<file path="src/rtl/hazard_ctrl_pkg.sv">
// Shared definitions for the pipeline hazard controller: RV32I opcode
// classes, forwarding-select encodings and the controller state type.
package hazard_ctrl_pkg;

  localparam logic [6:0] OPC_LUI       = 7'b0110111;
  localparam logic [6:0] OPC_AUIPC     = 7'b0010111;
  localparam logic [6:0] OPC_JAL       = 7'b1101111;
  localparam logic [6:0] OPC_JALR      = 7'b1100111;
  localparam logic [6:0] OPC_BRANCH    = 7'b1100011;
  localparam logic [6:0] OPC_LOAD      = 7'b0000011;
  localparam logic [6:0] OPC_STORE     = 7'b0100011;
  localparam logic [6:0] OPC_ARI_RTYPE = 7'b0110011;
  localparam logic [6:0] OPC_ARI_ITYPE = 7'b0010011;
  localparam logic [6:0] OPC_CSR       = 7'b1110011;

  // X-stage operand select encodings
  localparam logic [1:0] FWD_RF = 2'b00;  // register file value
  localparam logic [1:0] FWD_M  = 2'b01;  // result now in M
  localparam logic [1:0] FWD_W  = 2'b10;  // result now in W

  typedef enum logic [1:0] {
    ST_RUN      = 2'b00,
    ST_FLUSH    = 2'b01,
    ST_CSR_WAIT = 2'b10
  } hz_state_e;

endpackage

</file>
<file path="src/rtl/hazard_ctrl_src_use_decode.sv">
// Combinational source-register decode for the instruction in D: extracts
// rs1/rs2 and reports which of them the instruction actually reads.
module src_use_decode
  import hazard_ctrl_pkg::*;
#(
  parameter int WIDTH = 32
) (
  input  logic [WIDTH-1:0] inst,
  output logic [4:0]       rs1,
  output logic [4:0]       rs2,
  output logic             uses_rs1,
  output logic             uses_rs2,
  output logic             is_csr
);

  logic [6:0] opcode;
  logic       funct3_msb;
  logic       unused_bits;

  assign opcode     = inst[6:0];
  assign funct3_msb = inst[14];
  assign rs1        = inst[19:15];
  assign rs2        = inst[24:20];

  // rd, low funct3 bits and funct7 play no part in hazard detection
  assign unused_bits = ^{inst[WIDTH-1:25], inst[13:7]};

  // Classify opcode into source usage; immediate forms of CSR ops
  // carry a zero-extended immediate in the rs1 field.
  always_comb begin
    is_csr   = (opcode == OPC_CSR);
    uses_rs1 = 1'b1;
    uses_rs2 = 1'b0;
    if ((opcode == OPC_LUI) || (opcode == OPC_AUIPC) || (opcode == OPC_JAL)) begin
      uses_rs1 = 1'b0;
    end
    if ((opcode == OPC_CSR) && funct3_msb) begin
      uses_rs1 = 1'b0;
    end
    if ((opcode == OPC_ARI_RTYPE) || (opcode == OPC_STORE) || (opcode == OPC_BRANCH)) begin
      uses_rs2 = 1'b1;
    end
  end

endmodule

</file>
<file path="src/rtl/hazard_ctrl.sv">
// Pipeline hazard controller for the 5-stage RV32I core. Detects load-use
// hazards and CSR serialization needs for the instruction in D, squashes
// after redirects, registers X-stage forwarding selects, and counts stall
// and flush cycles.
module hazard_ctrl
  import hazard_ctrl_pkg::*;
#(
  parameter int WIDTH     = 32,
  parameter int CNT_WIDTH = 32
) (
  input  logic                 clk,
  input  logic                 rst,
  input  logic [WIDTH-1:0]     inst_d,
  input  logic                 valid_d,
  input  logic                 valid_x,
  input  logic                 valid_m,
  input  logic [4:0]           rd_x,
  input  logic [4:0]           rd_m,
  input  logic                 regwen_x,
  input  logic                 regwen_m,
  input  logic                 memread_x,
  input  logic                 redirect_x,
  output logic                 stall_f,
  output logic                 stall_d,
  output logic                 flush_d,
  output logic                 bubble_x,
  output logic [1:0]           fwd_a_x,
  output logic [1:0]           fwd_b_x,
  output logic [CNT_WIDTH-1:0] stall_cnt,
  output logic [CNT_WIDTH-1:0] flush_cnt
);

  hz_state_e state_q, state_d;

  logic [4:0] rs1, rs2;
  logic       uses_rs1, uses_rs2, is_csr;

  logic [4:0] src      [2];
  logic       src_live [2];
  logic       hit_x    [2];
  logic       hit_m    [2];
  logic [1:0] fwd_d    [2];
  logic [1:0] fwd_q    [2];

  logic x_writes, m_writes, load_use;
  logic stall_c, flush_c, bubble_c;

  logic [CNT_WIDTH-1:0] stall_cnt_q, flush_cnt_q;

  src_use_decode #(.WIDTH(WIDTH)) u_decode (
    .inst     (inst_d),
    .rs1      (rs1),
    .rs2      (rs2),
    .uses_rs1 (uses_rs1),
    .uses_rs2 (uses_rs2),
    .is_csr   (is_csr)
  );

  assign src[0] = rs1;
  assign src[1] = rs2;

  assign x_writes = regwen_x && (rd_x != 5'd0);
  assign m_writes = regwen_m && (rd_m != 5'd0);

  // Per-operand match logic and next forwarding select; X wins over M
  // because it holds the younger producer.
  for (genvar gi = 0; gi < 2; gi++) begin : g_src
    assign src_live[gi] = valid_d && (src[gi] != 5'd0) &&
                          ((gi == 0) ? uses_rs1 : uses_rs2);
    assign hit_x[gi]    = src_live[gi] && x_writes && (src[gi] == rd_x);
    assign hit_m[gi]    = src_live[gi] && m_writes && (src[gi] == rd_m);
    assign fwd_d[gi]    = bubble_c  ? FWD_RF :
                          hit_x[gi] ? FWD_M  :
                          hit_m[gi] ? FWD_W  : FWD_RF;
  end

  assign load_use = valid_x && memread_x && (hit_x[0] || hit_x[1]);

  // Next-state and control outputs; reset forces the squash pattern.
  always_comb begin
    state_d  = state_q;
    stall_c  = 1'b0;
    flush_c  = 1'b0;
    bubble_c = 1'b0;
    if (rst) begin
      flush_c  = 1'b1;
      bubble_c = 1'b1;
      state_d  = ST_FLUSH;
    end else begin
      unique case (state_q)
        ST_FLUSH: begin
          flush_c  = 1'b1;
          bubble_c = 1'b1;
          state_d  = redirect_x ? ST_FLUSH : ST_RUN;
        end
        ST_RUN: begin
          if (redirect_x) begin
            flush_c  = 1'b1;
            bubble_c = 1'b1;
            state_d  = ST_FLUSH;
          end else if (load_use) begin
            stall_c  = 1'b1;
            bubble_c = 1'b1;
          end else if (valid_d && is_csr && (valid_x || valid_m)) begin
            stall_c  = 1'b1;
            bubble_c = 1'b1;
            state_d  = ST_CSR_WAIT;
          end
        end
        ST_CSR_WAIT: begin
          if (redirect_x) begin
            flush_c  = 1'b1;
            bubble_c = 1'b1;
            state_d  = ST_FLUSH;
          end else if (valid_x || valid_m) begin
            stall_c  = 1'b1;
            bubble_c = 1'b1;
          end else begin
            state_d  = ST_RUN;
          end
        end
        default: begin
          flush_c  = 1'b1;
          bubble_c = 1'b1;
          state_d  = ST_FLUSH;
        end
      endcase
    end
  end

  // State, forwarding selects and performance counters.
  always_ff @(posedge clk) begin
    if (rst) begin
      state_q     <= ST_FLUSH;
      fwd_q[0]    <= FWD_RF;
      fwd_q[1]    <= FWD_RF;
      stall_cnt_q <= '0;
      flush_cnt_q <= '0;
    end else begin
      state_q     <= state_d;
      fwd_q[0]    <= fwd_d[0];
      fwd_q[1]    <= fwd_d[1];
      stall_cnt_q <= stall_cnt_q + CNT_WIDTH'(stall_c);
      flush_cnt_q <= flush_cnt_q + CNT_WIDTH'(flush_c);
    end
  end

  assign stall_f   = stall_c;
  assign stall_d   = stall_c;
  assign flush_d   = flush_c;
  assign bubble_x  = bubble_c;
  assign fwd_a_x   = fwd_q[0];
  assign fwd_b_x   = fwd_q[1];
  assign stall_cnt = stall_cnt_q;
  assign flush_cnt = flush_cnt_q;

endmodule

</file>
<file path="config.mk">
export PLATFORM = sky130hd
export DESIGN_NAME = hazard_ctrl
export DESIGN_NICKNAME = d
export VERILOG_FILES = /design/src/rtl/hazard_ctrl_pkg.sv /design/src/rtl/hazard_ctrl_src_use_decode.sv /design/src/rtl/hazard_ctrl.sv
export SDC_FILE = /design/constraint.sdc
export NUM_CORES = 1
export LEC_CHECK = 0
export CAP_MARGIN = 20
export CORE_MARGIN = 8
export CORE_UTILIZATION = 48
export DETAILED_ROUTE_END_ITERATION = 10
export GPL_TIMING_DRIVEN = 0
export PLACE_DENSITY = 0.83
export REMOVE_ABC_BUFFERS = 1
export SLEW_MARGIN = 0
export SYNTH_ARGS = -nofsm -noshare
export SYNTH_HDL_FRONTEND = slang
export SYNTH_SLANG_ARGS = --single-unit
</file>
<file path="constraint.sdc">
create_clock -name clk -period 5.45 [get_ports clk]
set_clock_uncertainty 0.05 [all_clocks]
set_input_delay 1.09 -clock clk [delete_from_list [all_inputs] [get_ports clk]]
set_output_delay 1.09 -clock clk [all_outputs]
set_load 0.01 [all_outputs]
</file>
==> results.md, run 1 <==
- Yosys warns: 0
- Root Buffer: clkbuf_8
- P_leak: 1.65 nW
- GRT Total Usage: 0.173
- Initial Util: 0.498
- Main synth FF type: dfxtp_1
- RSZ-0062 raised after global routing: no
- Num CTS Buffers: 9
- Worst Path Arrival: 4.05 ns
- Vias: 3080
- H-tree levels: 3
- CTS sink count: 70
- I/O pins: 123
- Clk_lat worst skew: 0.35 ns
- Slew HR: 0.565
- Mapped Cells: 386
- Slew Viols, Final: 0
- Worst ir drop on vdd: 0.148 mV
- Final nets: 554
- Setup TNS Final: 0 ns
- Worst-path clk slew: 0.08 ns
- Vias in the first global route: 3159
- CTS tree: built
- Power density over cell area: 228 nW/um2
- Critical Path Sink Type: output pin
- FP Rows: 30
- Crit path time final: 5.19 ns
- WP data required: 4.31 ns
- Die W: 100 um
- Post-detail-place hpwl: 6710 um
- WS Path Type: primary input to output pin
- Count leader, synth: dfxtp_1
- Layout cells sized above 1: 0.0519
- Hold/Removal Path Class: register to register
- Synth top area share: 0.414
- Setup crit start kind: primary input
- Die Y: 100 um
- Outcome: completed
- CP peak stage delay: 0.63 ns
- Critical R2R Launch: state_q[1]
- Clock Path Buffers: 2
- Crit path cell chain: clkdlybuf4s50_1 -> or4_1 -> o21ai_2 -> nor4_1 -> nand4_1 -> a21o_2 -> a211oi_1 -> clkdlybuf4s50_1
- Area grow syn2layout: 41.0%
- # resized after CTS: 0
- Count of buffers from port buffering: 108
- Synth top area cells: dfxtp_1 41%, xor2_1 13%, nor2_1 7.1%
- Pre-Repair DR Iteration Count: 4
- RD Place Congestion: 0.858
- Area of the mapped netlist: 3380 um2
- Most used cell, CP: clkdlybuf4s50_1
- Final Worst Setup Slack: 0.261 ns
- Initial antenna violation count: 0
- CP max FO: 3
- Antenna Nets Post-Route: 0
- Post-CTS setup buffers: 0
- Final hold vios: 0
- DIE AREA: 9990 um2
- Top Family by Delay on Critical Path: buffers and inverters
- Final Setup Violations: 0
- DRC Markers: 0
- First-pass GRT wire length: 14200 um
- Pre-CTS setup slack: 0.146 ns
- Async SR Flop Fraction: 0
- Fin crit share: 0.952
- Syn avg cell area: 8.76 um2
- WL final: 8600 um
- Slew @ Worst Pin: 0.647 ns
- Max cap viols: 0
- Hold buffer count at CTS: 0
- Largest net degree at the start of global routing: 40
- Hold path start: flush_cnt[10]
- #FFs+latches synth: 70
- Fmax: 193 MHz
- Drt wl/cell: 14.4 um
- Synth cell types: 38
- # fillers: 556
- Worst path slowest cell: clkdlybuf4s50_1
- Most instantiated cells after synthesis: 70 x dfxtp_1, 64 x nor2_1, 50 x xor2_1, 30 x nand3_1, 26 x nand2_1
- Initial DRC Count: 100
- GR Overflow Total: 0
- N_diodes: 0
- Critical Path Start: rd_x[2]
- Core area: 6790 um2
- Seq/Total Area, Yosys: 0.414
- Post-synth EDFFs: 0
- Tot Pwr: 1.09 mW
- Synth area leader: dfxtp_1
- Vias/cell: 5.16
- Worst path bufs/invs: 2
[report_power, final]
group          leakage (nW)  switching, mW  internal (mW)
clock network         0.110          0.204          0.273
logic                 0.975         0.0416         0.0498
registers             0.565        0.00382          0.515
[path summary, 6_finish.rpt]
check,end,slack [ns],cells past startpoint
setup reg to reg,stall_cnt[30],2.27,12
hold / removal,flush_cnt[10],0.47,2
hold reg to reg,flush_cnt[10],0.47,2
setup / recovery,stall_f,0.26,8
[flip-flops by register name, summed over array words and instances (netlist names)]
register,count
fwd_q,4
flush_cnt,32
state_q,2
stall_cnt,32
[cell usage in the layout, fill, tap and decap left out, drive strengths merged, types with 10 or more instances in the layout]
cell type / synthesis / layout
and3: 10 / 10
clkbuf: 7 / 10
clkdlybuf4s50: 0 / 107
dfxtp: 70 / 70
nand2: 26 / 26
nand3: 30 / 30
nand4: 13 / 13
nor2: 64 / 64
o21ai: 10 / 10
xnor2: 25 / 25
xor2: 50 / 50
[layout make-up]
| type | instances | area (um2) | area share |
|---|---|---|---|
| Timing Repair Buffer | 109 | 1100 | 0.230 |
| Tap cell | 96 | 120 | 0.0252 |
| Clock inverter | 6 | 92.6 | 0.0194 |
| Clock buffer | 10 | 138 | 0.0289 |
| Sequential cell | 70 | 1400 | 0.294 |
| Inverter | 5 | 18.8 | 0.00393 |
| Multi-Input combinational cell | 301 | 1900 | 0.399 |
[kinds of logic (layout without fill, tap and decap cells)]
logic type | Yosys count | in the layout | synth area share
AND/OR/NAND/NOR | 191 | 191 | 0.286
XOR/XNOR | 75 | 75 | 0.194
buffers and inverters | 15 | 130 | 0.0233
multiplexers | 2 | 2 | 0.00592
flip-flops | 70 | 70 | 0.414
AO/OA/AOI/OAI | 26 | 26 | 0.0507
adder cells (fa/ha/maj) | 7 | 7 | 0.0259
[through the flow]
| step | cell area, um2 | std cells | util | hold WS, ns |
|---|---|---|---|---|
| floorplan | 3320 | 376 | - | 0.437 |
| detailed placement | 4540 | 581 | 0.668 | 0.460 |
| global route | 4770 | 597 | 0.702 | 0.500 |
| global placement | 4520 | 580 | 0.666 | 0.428 |
| CTS | 4770 | 597 | 0.702 | 0.473 |
| finish | 4770 | 597 | 0.702 | 0.468 |
[worst reg2reg max path: cells and delay by family, from the launching register on]
kind | cells | cell delay (ns)
simple gates | 4 | 0.96
flops | 1 | 0.34
compound gates | 2 | 0.62
buf+inv | 2 | 0.18
fa+ha+maj | 3 | 0.75
xor+xnor | 1 | 0.18
[per-layer routing]
layer	wire length, um	up-vias	GRT usage
met1	3590	1434	0.183
met5	0	-	0
met4	165	0	0.0757
met3	554	15	0.0547
li1	-	1547	-
met2	4290	84	0.307
No activity file was read; power rests on OpenSTA's default activity.
==> inputs of run 2 (changes only) <==
--- a/config.mk
+++ b/config.mk
@@ -10,7 +10,7 @@
 export CORE_UTILIZATION = 48
 export DETAILED_ROUTE_END_ITERATION = 10
 export GPL_TIMING_DRIVEN = 0
-export PLACE_DENSITY = 0.83
+export PLACE_DENSITY = 0.85
 export REMOVE_ABC_BUFFERS = 1
 export SLEW_MARGIN = 0
 export SYNTH_ARGS = -nofsm -noshare
==> results.md, run 2 (synthesized netlist as in run 1, its figures left out) <==
- FF-to-FF setup slack: 2.34 ns (was 2.27 ns)
- Die W: 100 um (unchanged)
- Clock network power share: 0.456 (was 0.439)
- WL final: 8430 um (was 8600 um)
- Layout Cells excl Fill: 596 (was 597)
- CTS tree: built (unchanged)
- Worst Path Arrival: 3.92 ns (was 4.05 ns)
- CTS sink count: 70 (unchanged)
- Reg area: 1400 um2 (unchanged)
- Antenna Nets Post-Route: 0 (unchanged)
- Drt wl/cell: 14.1 um (was 14.4 um)
- Power density over cell area: 234 nW/um2 (was 228 nW/um2)
- Sw Pwr: 0.240 mW (was 0.249 mW)
- Initial antenna violation count: 0 (unchanged)
- Setup crit start kind: primary input (unchanged)
- Count of buffers from port buffering: 108 (unchanged)
- FP Rows: 30 (unchanged)
- WS Path Type: primary input to output pin (unchanged)
- Critical R2R Capture: stall_cnt[30] (unchanged)
- Endpoint of the worst hold path: flush_cnt[10] (unchanged)
- N_diodes: 0 (unchanged)
- Vias/cell: 5.20 (was 5.16)
- Sw frac: 0.214 (was 0.229)
- Largest net degree at the start of global routing: 39 (was 40)
- Slew @ Worst Pin: 0.633 ns (was 0.647 ns)
- Hold Path Depth: 2 (unchanged)
- # resized after CTS: 0 (unchanged)
- GRT Total Usage: 0.167 (was 0.173)
- GR Overflow Total: 0 (unchanged)
- Dpl cells: 581 (unchanged)
- Pre-Repair DR Iteration Count: 4 (unchanged)
- Area grow syn2layout: 41.4% (was 41.0%)
- Slew Viols, Final: 0 (unchanged)
- Crit path time final: 5.06 ns (was 5.19 ns)
- Die Y: 100 um (unchanged)
- Outcome: completed (unchanged)
- Root Buffer: clkbuf_8 (unchanged)
- Post-CTS setup buffers: 0 (unchanged)
- Layout cells sized above 1: 0.0500 (was 0.0519)
- Hold WS: 0.464 ns (was 0.468 ns)
- Post-detail-place hpwl: 6550 um (was 6710 um)
- Worst-path clk slew: 0.07 ns (was 0.08 ns)
- RSZ-0062 raised after global routing: no (unchanged)
- R2R cell count: 12 (unchanged)
- Combinational power share: 0.081 (was 0.084)
- Fmax: 198 MHz (was 193 MHz)
- Final nets: 554 (unchanged)
- Hold buffer count at CTS: 0 (unchanged)
- Area of the multi-input gates: 1900 um2 (unchanged)
- Final Setup Violations: 0 (unchanged)
- Initial DRC Count: 77 (was 100)
- Register share of total power: 0.464 (was 0.477)
- Initial Util: 0.498 (unchanged)
- Worst ir drop on vdd: 0.126 mV (was 0.148 mV)
- Internal cell power: 0.881 mW (was 0.838 mW)
- Commonest non-fill, non-tap cells in the layout: 107 x clkdlybuf4s50_1, 70 x dfxtp_1, 64 x nor2_1, 50 x xor2_1, 30 x nand3_1 (unchanged)
- Final hold vios: 0 (unchanged)
- Max cap viols: 0 (unchanged)
- Fin crit share: 0.928 (was 0.952)
- Vias: 3099 (was 3080)
- Num CTS Buffers: 9 (unchanged)
- DIE AREA: 9990 um2 (unchanged)
- CP max FO: 3 (unchanged)
- Hold/Removal Path Class: register to register (unchanged)
- Critical Path Sink Type: output pin (unchanged)
- DRC Markers: 0 (unchanged)
- # fillers: 548 (was 556)
- P_leak: 1.66 nW (was 1.65 nW)
- WP data required: 4.31 ns (about the same)
- Hold path start: flush_cnt[10] (unchanged)
- Critical R2R Launch: state_q[1] (unchanged)
- Clock Path Buffers: 2 (unchanged)
- Vias in the first global route: 3087 (was 3159)
- Clk_lat worst skew: 0.34 ns (was 0.35 ns)
- Core area: 6790 um2 (unchanged)
- First-pass GRT wire length: 13700 um (was 14200 um)
- I/O pins: 123 (unchanged)
- Slew HR: 0.578 (was 0.565)
- Most common cell after layout, fill and taps aside: clkdlybuf4s50_1 (unchanged)
- RD Place Congestion: 0.859 (was 0.858)
- Setup TNS Final: 0 ns (unchanged)
- H-tree levels: 3 (unchanged)
==> run 2: routing by layer <==
layer	global-route usage	part of all wire
met3	0.0540	0.075
met4	0.0792	0.017
met5	0	0
met1	0.171	0.41
met2	0.299	0.50
==> run 2: critical path, stage by stage <==
cell	delay, ns
clkdlybuf4s50_1	0.53
xnor2_1	0.13
nand3_1	0.10
nor4_1	0.47
nand4_1	0.26
a21o_2	0.25
a211oi_1	0.45
clkdlybuf4s50_1	0.64
==> run 2: worst max path at each step <==
stage               start  slack (ns)             to  depth (start not counted)
2_1_floorplan  inst_d[17]        1.24  stall_cnt[26]                         13
3_3_place_gp          rst       -0.27  stall_cnt[30]                          9
3_5_place_dp   inst_d[16]        0.37  stall_cnt[30]                         14
4_1_cts        inst_d[16]        0.35        stall_f                          8
5_1_grt           rd_x[4]        0.18        stall_f                          8
6_report       inst_d[16]        0.39        stall_f                          8
==> run 2: metrics by stage <==
stage               setup WS (ns)  cell area, um2  total power [mW]   util
floorplan                    1.24            3320             0.565      -
CTS                         0.352            4780              1.13  0.704
detailed placement          0.367            4540             0.622  0.668
global placement           -0.267            4520             0.618  0.666
finish                      0.391            4780              1.12  0.704
global route                0.175            4780              1.15  0.704
==> run 2: power groups by stage <==
stage | clock network (mW) | logic [mW] | registers, mW
after floorplan | 0 | 0.0332 | 0.532
after global placement | 0 | 0.0875 | 0.531
after detailed placement | 0 | 0.0908 | 0.531
after CTS | 0.521 | 0.0912 | 0.519
after global routing | 0.536 | 0.0991 | 0.520
final | 0.511 | 0.0902 | 0.519
==> run 2: cell type report <==
class,instances,area share
Clock inverter,5,0.0222
Inverter,5,0.00392
Sequential cell,70,0.293
Tap cell,96,0.0251
Multi-Input combinational cell,301,0.398
Timing Repair Buffer,109,0.229
Clock buffer,10,0.0288
==> inputs of run 3 (changes only) <==
--- a/config.mk
+++ b/config.mk
@@ -8,6 +8,7 @@
 export CAP_MARGIN = 20
 export CORE_MARGIN = 8
 export CORE_UTILIZATION = 48
+export CTS_CLUSTER_SIZE = 16
 export DETAILED_ROUTE_END_ITERATION = 10
 export GPL_TIMING_DRIVEN = 0
 export PLACE_DENSITY = 0.85
==> results of run 3 <==
The final DEF is identical to that of run 2; final timing and power are the same.
